<file path="config.mk">
export PLATFORM = sky130hd
export DESIGN_NAME = riscv_hazard_ctrl
export DESIGN_NICKNAME = d
export VERILOG_FILES = /design/src/rtl/riscv_hazard_ctrl.sv
export SDC_FILE = /design/constraint.sdc
export NUM_CORES = 1
export LEC_CHECK = 0
export CAP_MARGIN = 20
export CORE_MARGIN = 10
export CORE_UTILIZATION = 30
export DETAILED_ROUTE_END_ITERATION = 8
export DONT_BUFFER_PORTS = 1
export SLEW_MARGIN = 20
export SYNTH_ARGS = -nofsm -noshare
export SYNTH_HDL_FRONTEND = slang
export SYNTH_SLANG_ARGS = --single-unit
</file>
<file path="constraint.sdc">
create_clock -name clk -period 6.1 [get_ports clk]
set_clock_uncertainty 0.2 [all_clocks]
set_input_delay 0.61 -clock clk [delete_from_list [all_inputs] [get_ports clk]]
set_output_delay 0.61 -clock clk [all_outputs]
set_load 0.03 [all_outputs]
</file>
<file path="src/rtl/riscv_hazard_ctrl.sv">
// Hazard and operand-bypass controller for the IF/ID/EX/LSU/RUU pipeline:
// in-flight destination tracking, load-use stall, youngest-first forwarding and branch control.
module riscv_hazard_ctrl #(
    parameter int unsigned REG_WIDTH      = 32,
    parameter int unsigned REG_ADDR_WIDTH = 5,
    parameter int unsigned NUM_RD_PORTS   = 2,
    parameter int unsigned NUM_STAGES     = 3,
    parameter int unsigned LOAD_STAGE     = 1,
    parameter int unsigned BR_MODE        = 1,
    parameter int unsigned FLUSH_CYCLES   = 2
) (
    input  logic                                   clk,
    input  logic                                   resetn,
    input  logic                                   id_valid,
    input  logic [NUM_RD_PORTS*REG_ADDR_WIDTH-1:0] id_rs_adr,
    input  logic [NUM_RD_PORTS-1:0]                id_rs_used,
    input  logic [REG_ADDR_WIDTH-1:0]              id_rd_adr,
    input  logic                                   id_rd_we,
    input  logic                                   id_is_load,
    input  logic                                   id_is_ctrl,
    input  logic [NUM_RD_PORTS*REG_WIDTH-1:0]      rf_rdata,
    input  logic [NUM_STAGES*REG_WIDTH-1:0]        stg_data,
    input  logic                                   br_resolve,
    input  logic                                   br_taken,
    output logic [NUM_RD_PORTS*REG_WIDTH-1:0]      opd,
    output logic [NUM_RD_PORTS-1:0]                fwd_hit,
    output logic                                   id_stall,
    output logic                                   if_hold,
    output logic                                   flush
);

    typedef enum logic [1:0] {
        ST_RUN,
        ST_WAIT,
        ST_FLUSH
    } ctrl_state_e;

    localparam logic [3:0] FLUSH_LEN = 4'(FLUSH_CYCLES);

    logic [REG_ADDR_WIDTH-1:0] trk_rd_q [NUM_STAGES];
    logic [REG_ADDR_WIDTH-1:0] trk_rd_d [NUM_STAGES];
    logic [NUM_STAGES-1:0]     trk_we_q;
    logic [NUM_STAGES-1:0]     trk_we_d;
    logic [NUM_STAGES-1:0]     trk_ld_q;
    logic [NUM_STAGES-1:0]     trk_ld_d;

    ctrl_state_e state_q;
    ctrl_state_e state_d;
    logic [3:0]  cnt_q;
    logic [3:0]  cnt_d;

    logic [NUM_STAGES-1:0] match [NUM_RD_PORTS];
    logic                  load_use;
    logic                  issue;

    always_comb begin
        for (int unsigned p = 0; p < NUM_RD_PORTS; p++) begin
            for (int unsigned i = 0; i < NUM_STAGES; i++) begin
                match[p][i] = id_rs_used[p]
                    && (id_rs_adr[p*REG_ADDR_WIDTH +: REG_ADDR_WIDTH] != '0)
                    && trk_we_q[i]
                    && (trk_rd_q[i] == id_rs_adr[p*REG_ADDR_WIDTH +: REG_ADDR_WIDTH]);
            end
        end
    end

    always_comb begin
        load_use = 1'b0;
        for (int unsigned p = 0; p < NUM_RD_PORTS; p++) begin
            for (int unsigned i = 0; i < NUM_STAGES; i++) begin
                if ((i < LOAD_STAGE) && match[p][i] && trk_ld_q[i]) begin
                    load_use = 1'b1;
                end
            end
        end
    end

    always_comb begin
        opd     = rf_rdata;
        fwd_hit = '0;
        for (int unsigned p = 0; p < NUM_RD_PORTS; p++) begin
            // Walk oldest to youngest so the youngest matching stage is written last.
            for (int unsigned k = 0; k < NUM_STAGES; k++) begin
                if (match[p][NUM_STAGES-1-k]) begin
                    opd[p*REG_WIDTH +: REG_WIDTH] =
                        stg_data[(NUM_STAGES-1-k)*REG_WIDTH +: REG_WIDTH];
                    fwd_hit[p] = 1'b1;
                end
            end
        end
    end

    // Outputs depend only on state and resolve inputs, keeping issue out of a comb loop.
    always_comb begin
        flush   = 1'b0;
        if_hold = 1'b0;
        if (BR_MODE == 0) begin
            if (state_q == ST_WAIT) begin
                if_hold = 1'b1;
                flush   = br_resolve && br_taken;
            end
        end else begin
            flush = (state_q == ST_FLUSH);
        end
    end

    assign id_stall = id_valid && !flush && load_use;
    assign issue    = id_valid && !id_stall && !flush && !if_hold;

    always_comb begin
        state_d = state_q;
        cnt_d   = cnt_q;
        if (BR_MODE == 0) begin
            case (state_q)
                ST_RUN: begin
                    if (issue && id_is_ctrl) begin
                        state_d = ST_WAIT;
                    end
                end
                ST_WAIT: begin
                    if (br_resolve) begin
                        state_d = ST_RUN;
                    end
                end
                default: state_d = ST_RUN;
            endcase
        end else begin
            case (state_q)
                ST_RUN: begin
                    if (br_resolve && br_taken) begin
                        state_d = ST_FLUSH;
                        cnt_d   = FLUSH_LEN;
                    end
                end
                ST_FLUSH: begin
                    cnt_d = cnt_q - 4'd1;
                    if (cnt_q <= 4'd1) begin
                        state_d = ST_RUN;
                    end
                end
                default: state_d = ST_RUN;
            endcase
        end
    end

    always_comb begin
        trk_rd_d    = trk_rd_q;
        trk_we_d    = trk_we_q;
        trk_ld_d    = trk_ld_q;
        trk_rd_d[0] = issue ? id_rd_adr : '0;
        trk_we_d[0] = issue && id_rd_we && (id_rd_adr != '0);
        trk_ld_d[0] = issue && id_is_load;
        for (int unsigned i = 1; i < NUM_STAGES; i++) begin
            trk_rd_d[i] = trk_rd_q[i-1];
            trk_we_d[i] = trk_we_q[i-1];
            trk_ld_d[i] = trk_ld_q[i-1];
        end
    end

    always_ff @(posedge clk or negedge resetn) begin
        if (!resetn) begin
            trk_rd_q <= '{default: '0};
            trk_we_q <= '0;
            trk_ld_q <= '0;
            state_q  <= ST_RUN;
            cnt_q    <= '0;
        end else begin
            trk_rd_q <= trk_rd_d;
            trk_we_q <= trk_we_d;
            trk_ld_q <= trk_ld_d;
            state_q  <= state_d;
            cnt_q    <= cnt_d;
        end
    end

endmodule

</file>
==> impl_results.rst, run 1 <==
.. list-table::
   :header-rows: 1

   * - Metric
     - Value
   * - Run status
     - complete, no violations
   * - Clock share of power
     - 0.220
   * - Total number of clock tree sinks
     - 24
   * - Fraction of layout cells with a size suffix above 1
     - 0.1211
   * - Number of nets produced by synthesis
     - 704
   * - Maximum VDD drop
     - 187.8 uV
   * - Number of storage elements in the synthesis netlist
     - 24
   * - Uppermost signal routing layer after detailed routing
     - met4
   * - Non-filler cells, final
     - 647
   * - Relative slew slack
     - 0.2259
   * - Routed length per instance
     - 26.86 um
   * - Post-Layout Inst Area
     - 3964 um2
   * - Actual transition at the worst max-transition pin
     - 1151 ps
   * - Max capacitance violation total
     - 0
   * - Post-layout min period
     - 4342 ps
   * - Buffers on Ports
     - 0
   * - Cell internal power dissipation
     - 0.3972 mW
   * - Category of the worst setup path launch point
     - input port
   * - Area of the multi-input gates
     - 2836 um2
   * - Clock root buffer
     - clkbuf_16
   * - Sw Ratio
     - 0.4302
   * - Upper clock frequency limit
     - 230.3 MHz
   * - Yosys Warn Count
     - 0
   * - Layout overhead on the synthesized area
     - 4.623%
   * - Peak fanout along the critical path
     - 33
   * - Power density relative to cell area
     - 175.8 nW/um2
   * - Antenna violations before repair
     - 0
   * - Classification of the worst-slack hold path
     - in2async
   * - Met2 routed WL
     - 8814 um
   * - DRC violation total after the first TritonRoute iteration
     - 357
   * - Leakage
     - 1.450 nW
   * - Critical setup path kind
     - in2out
   * - Most common cell after layout, fill and taps aside
     - nand2_1
   * - Pin count of the biggest net entering global routing
     - 66
   * - Area after DPL
     - 3837 um2
   * - Final total negative setup slack
     - 0 ps
   * - DRC errors left
     - 0
   * - Placer's final routability congestion estimate
     - 0.8538
   * - Storage cell area
     - 600.6 um2
   * - Proportion of power drawn by combinational gates
     - 0.438
   * - Met3 WL
     - 2196 um
   * - Number of endpoints failing setup at the final stage
     - 0
   * - Clock transition at path regs
     - 60 ps
   * - All-Layer GR Usage
     - 0.1820
   * - Share of the clock period used by the worst path after layout
     - 0.7119
   * - Total standard cell area after synthesis
     - 3789 um2
   * - Detailed-route wire length on metal 1
     - 6036 um
   * - Max Transition Viols Final
     - 0
   * - Average footprint of a synthesized cell
     - 7.328 um2
   * - Distinct cell type count of the synthesized netlist
     - 43
   * - Commonest register cell after synthesis
     - dfrtp_1
   * - Horiz. Die Dim
     - 132.4 um
   * - Maximum cell stage delay along the critical path
     - 920 ps
   * - Via count
     - 4239
   * - Post-detail-place hpwl
     - 13360 um
   * - Number of top-level pins
     - 254
   * - Total iterations of the first detailed-routing run
     - 5
   * - Data arrival time of the critical path
     - 3530 ps
   * - Overall power of the completed layout
     - 0.6970 mW
   * - End-of-flow core utilization
     - 0.3246
   * - CP Cell Sequence
     - or4_1, o21a_1, nand3_2, a211oi_1, o31ai_1
   * - Number of standard cells after synthesis
     - 517
   * - Number of hold violations in the final report
     - 0
   * - Commonest cells after routing, fill and taps aside
     - nand2_1, nor4_1, nor2_1, o31ai_1, o21ai_1
   * - Clock tree from TritonCTS
     - yes
   * - Initial Utilization
     - 0.3102
   * - Seq/Total Area, Yosys
     - 0.1585
   * - Number of synthesized flops with an enable pin
     - 0
   * - CP max-delay cell
     - o31ai_1
   * - Global-route wire length before repair
     - 26310 um
   * - Net count of the finished layout
     - 667
   * - Number of diodes added for antenna fixing
     - 0
   * - Power share of the sequential group
     - 0.341
   * - Share of flip-flops with an asynchronous set or reset
     - 1.000
   * - Die height
     - 132.4 um
   * - Vias in the first global route
     - 4284
   * - Endpoint required time on the critical path
     - 5290 ps
   * - Filler cells
     - 1330
   * - Via density per instance
     - 6.552
   * - Post-route ant nets
     - 0
   * - Clock network latency to the later pin of the worst-skew pair
     - 250 ps
   * - Cts bufs inserted
     - 3
   * - Placed cell count
     - 641
   * - Site Rows
     - 40
   * - Routed wire length
     - 17380 um
   * - Setup repair after global routing missed its margin
     - false
   * - Cell count of the worst reg-to-reg path
     - 5
   * - Maximum count of clock buffers along a single path
     - 2
   * - Capturing element type of the critical path
     - primary output
   * - GRT Residual Overflow
     - 0
   * - Psw
     - 0.2998 mW
   * - Total die area
     - 17520 um2
   * - Placeable core region
     - 12210 um2
   * - H-tree lvl count
     - 1
## power groups by stage
stage               sequential [mW]  combinational, mW  clock, mW
floorplan                     0.228              0.252          0
global placement              0.238              0.293          0
detailed placement            0.240              0.303          0
CTS                           0.237              0.306      0.155
global route                  0.244              0.331      0.163
finish                        0.238              0.306      0.154
## critical path, delay by kind of cell
kind            cells  cell delay [ps]
simple gates        2             1360
compound gates      3             1560
## stage by stage
| step | setup slack (ps) | hold slack, ps |
|---|---|---|
| finish | 1758 | 126.5 |
| global route | 1679 | 171.2 |
| CTS | 1759 | 220.0 |
| detailed placement | 1820 | 115.3 |
| global placement | 1841 | 115.4 |
| floorplan | 2622 | 114.4 |
## state kept, by name, indices dropped and copies added (netlist names)
name,count
trk_rd_d,10
state_q,1
trk_ld_q,1
trk_we_q,3
cnt_q,4
trk_rd_q,5
## cells in the mapped netlist (all sizes together), types with 7 or more instances
cell type / n / area share
nand2: 62 / 0.063
nor4: 35 / 0.058
o211a: 18 / 0.048
a211oi: 41 / 0.11
xor2: 14 / 0.032
clkbuf: 31 / 0.031
and3: 7 / 0.012
buf: 26 / 0.046
and4: 13 / 0.030
o21a: 7 / 0.014
dfrtp: 24 / 0.16
o41ai: 23 / 0.053
a22o: 7 / 0.016
o31ai: 32 / 0.063
nor2: 34 / 0.034
nand3: 13 / 0.018
o21ai: 58 / 0.080
xnor2: 16 / 0.047
inv: 26 / 0.026
## per-layer routing
layer | GRT usage | vias to the layer above
li1 | - | 1893
met1 | 0.1964 | 2005
met2 | 0.3308 | 313
met3 | 0.06326 | 28
met4 | 0.04218 | 0
met5 | 0 | -
## worst paths after layout
kind                         startpoint           to  slack (ps)
max                        id_rs_adr[1]      opd[31]        1760
min                              resetn  trk_rd_d[8]         130
max reg2reg                 trk_rd_d[5]  trk_rd_d[9]        3690
min reg2reg                 trk_we_q[0]  trk_we_q[1]         230
max in group asynchronous        resetn  trk_we_q[1]        5220
min in group clk            trk_we_q[0]  trk_we_q[1]         230
## kinds of logic (layout without fill, tap and decap cells)
| logic type | after synthesis | count (layout) | share of synthesized area |
|---|---|---|---|
| AOI/OAI and AO/OA | 195 | 195 | 0.4042 |
| other | 1 | 1 | 0.0009898 |
| xor gates and xnor gates | 30 | 30 | 0.07926 |
| and+or+nand+nor | 181 | 181 | 0.2454 |
| DFF | 24 | 24 | 0.1585 |
| adders and majority gates | 2 | 2 | 0.006604 |
| buffers and inverters | 83 | 45 | 0.1020 |
| muxes | 1 | 1 | 0.002972 |
## timing repair
| item | CTS | global route |
|---|---|---|
| hold buffers | 1 | 0 |
| setup buffers | 0 | 0 |
| endpoints found under the hold margin | 24 | 0 |
| resized for setup | 0 | 0 |
## cell type report
type / instances / area share
timing repair buffer: 15 / 0.03283
clock buffer: 4 / 0.02241
inverter: 26 / 0.02462
tap: 168 / 0.05303
sequential: 24 / 0.1515
multi-input combinational: 410 / 0.7156
Note: power is estimated with default switching activity, not from simulation.
==> inputs of run 2 (changes only) <==
- clock period: 6.1 -> 4.2 ns (I/O delays scaled with it)
==> run 2 against run 1 <==
Effect of this change:
- sequential share of layout area decreased by 1.7 points
- clock-buffer cell count unchanged
- combinational power is 62% higher
- critical path type is now reg2out
- critical endpoint is now opd[40]
==> impl_results.rst, run 2 (synthesis gave the netlist of run 1 again) <==
.. list-table::
   :header-rows: 1

   * - Metric
     - Value
   * - Clock root buffer
     - clkbuf_16
   * - Most common cell after layout, fill and taps aside
     - buf_4
   * - H-tree lvl count
     - 1 (unchanged)
   * - Flip-flop count of the largest register, all copies and words added
     - 10 (unchanged)
   * - Peak fanout along the critical path
     - 24 (-27%)
   * - Power density relative to cell area
     - 239.0 nW/um2 (+36%)
   * - Total die area
     - 17520 um2 (unchanged)
   * - Via density per instance
     - 6.441 (-1.7%)
   * - Gates resized, CTS repair
     - 0 (unchanged)
   * - Actual transition at the worst max-transition pin
     - 982.4 ps (-168.8 ps)
   * - Layout overhead on the synthesized area
     - 17.70%
   * - Number of endpoints failing setup at the final stage
     - 0 (unchanged)
   * - Global-route wire length before repair
     - 26450 um (+0.55%)
   * - Placer's final routability congestion estimate
     - 0.9011 (+5.5%)
   * - Clock network latency to the later pin of the worst-skew pair
     - 260 ps (about the same)
   * - Post-layout min period
     - 3770 ps
   * - Leakage
     - 1.759 nW (+21%)
   * - All-Layer GR Usage
     - 0.1862 (+0.004181)
   * - Routed wire length
     - 18210 um (+4.8%)
   * - Max Transition Viols Final
     - 0 (unchanged)
   * - Critical setup path kind
     - reg2out
   * - Placeable core region
     - 12210 um2 (unchanged)
   * - Maximum count of clock buffers along a single path
     - 2 (unchanged)
   * - Upper clock frequency limit
     - 265.2 MHz
   * - Setup repair after global routing missed its margin
     - false
   * - Pin count of the biggest net entering global routing
     - 66 (unchanged)
   * - Clock transition at path regs
     - 60 ps (about the same)
   * - Post-route ant nets
     - 0 (unchanged)
   * - Clock tree from TritonCTS
     - yes
   * - Vias in the first global route
     - 4363 (+1.8%)
   * - Die height
     - 132.4 um (unchanged)
   * - Buffers on Ports
     - 0 (unchanged)
   * - Classification of the worst-slack hold path
     - in2reg
   * - GRT Residual Overflow
     - 0 (unchanged)
   * - Routed length per instance
     - 25.65 um (-4.5%)
   * - DRC violation total after the first TritonRoute iteration
     - 368 (+3.1%)
   * - End-of-flow core utilization
     - 0.3652 (+0.04057)
   * - Relative slew slack
     - 0.3426 (+0.1166)
   * - Total iterations of the first detailed-routing run
     - 7 (+2)
   * - Cts bufs inserted
     - 3 (unchanged)
   * - Maximum VDD drop
     - 413.1 uV (+120%)
   * - Filler cells
     - 1287 (-3.2%)
   * - Capturing element type of the critical path
     - primary output
   * - Share of the clock period used by the worst path after layout
     - 0.8977
   * - Number of diodes added for antenna fixing
     - 0 (unchanged)
   * - Total number of clock tree sinks
     - 24 (unchanged)
   * - Fraction of layout cells with a size suffix above 1
     - 0.2177 (+0.09663)
   * - Post-CTS Setup Repair Bufs
     - 0 (unchanged)
   * - Post-detail-place hpwl
     - 14120 um (+5.6%)
   * - Run status
     - complete, no violations
   * - Site Rows
     - 40 (unchanged)
   * - DRC errors left
     - 0 (unchanged)
   * - Initial Utilization
     - 0.3102 (unchanged)
   * - Commonest cells after routing, fill and taps aside
     - buf_4, nand2_1, nor4_1, nor2_1, o31ai_1
   * - Net count of the finished layout
     - 730 (+9.4%)
   * - Number of hold violations in the final report
     - 0 (unchanged)
   * - Endpoint required time on the critical path
     - 3580 ps (-1710 ps)
   * - Data arrival time of the critical path
     - 3150 ps (-380 ps)
   * - Category of the worst setup path launch point
     - flop
   * - Antenna violations before repair
     - 0 (unchanged)
   * - Horiz. Die Dim
     - 132.4 um (unchanged)
   * - Final total negative setup slack
     - 0 ps (unchanged)
   * - Via count
     - 4573 (+7.9%)
   * - Max capacitance violation total
     - 0 (unchanged)
   * - Number of top-level pins
     - 254 (unchanged)
[run 2: changes by cell type in the layout (fill, tap and decap cells not counted)]
cell           change
buf_12             +4
dlygate4sd3_1      +1
nand3_2            -1
nand3_1            +1
o31ai_2            -1
o31ai_1            +1
buf_16             -1
buf_4             +59
[run 2: cell type report]
cell class              instances  area, um2  area share
repair buffers                 78      635.6      0.1425
flip-flops and latches         24      600.6      0.1347
inverters                      26      97.59     0.02189
clock buffers                   4      88.84     0.01992
multi-input cells             410       2826      0.6338
well taps                     168      210.2     0.04714
[run 2: worst max-delay path, stage by stage, from the launching register on]
cell,delay (ps)
dfrtp_1,440
xnor2_4,360
nand2_4,280
or4_1,800
buf_4,290
a211oi_1,370
o21ai_1,160
buf_4,190
[run 2: power by group]
part / internal [mW] / switching [mW] / total, mW
Clock: 0.146 / 0.0775 / 0.223
Sequential: 0.280 / 0.0661 / 0.346
Combinational: 0.198 / 0.298 / 0.497
Total: 0.624 / 0.442 / 1.07
[run 2: layer usage]
metal	vias to the layer above	routed length [um]	GRT usage	share of wire
met5	-	0	0	0
met4	0	418	0.04584	0.023
met3	42	2210	0.05945	0.12
met2	329	9262	0.3380	0.51
met1	2179	6317	0.2033	0.35
li1	2023	-	-	-
[run 2: worst paths after layout]
path                            slack, ps  cells past startpoint          end   startpoint
worst min-delay path                   90                      1  trk_we_q[0]     id_rd_we
min in group asynchronous             470                      2  trk_rd_d[8]       resetn
worst min register to register        230                      0  trk_rd_d[0]  trk_rd_d[5]
worst max register to register       1720                      5  trk_rd_d[8]  trk_rd_d[5]
worst max-delay path                  430                      7      opd[40]  trk_rd_q[3]
max in group asynchronous            2980                      2     cnt_q[2]       resetn
[run 2: repair_timing]
| item | 4_1_cts | 5_1_grt |
|---|---|---|
| hold endpoints to repair | 24 | 24 |
| endpoints found under the setup margin | 0 | 0 |
| hold buffers | 1 | 1 |
[run 2: through the flow]
stage	instance area (um2)	worst slack (ps)	power [mW]	hold WS, ps	std cells
after floorplan	3789	1102	0.6964	-75.59	517
after global placement	4355	770.7	0.8244	-74.67	704
after detailed placement	4355	723.8	0.8422	-74.72	704
after CTS	4454	445.3	1.071	88.76	709
after global routing	4459	360.2	1.124	95.20	710
final	4459	429.8	1.066	87.39	710
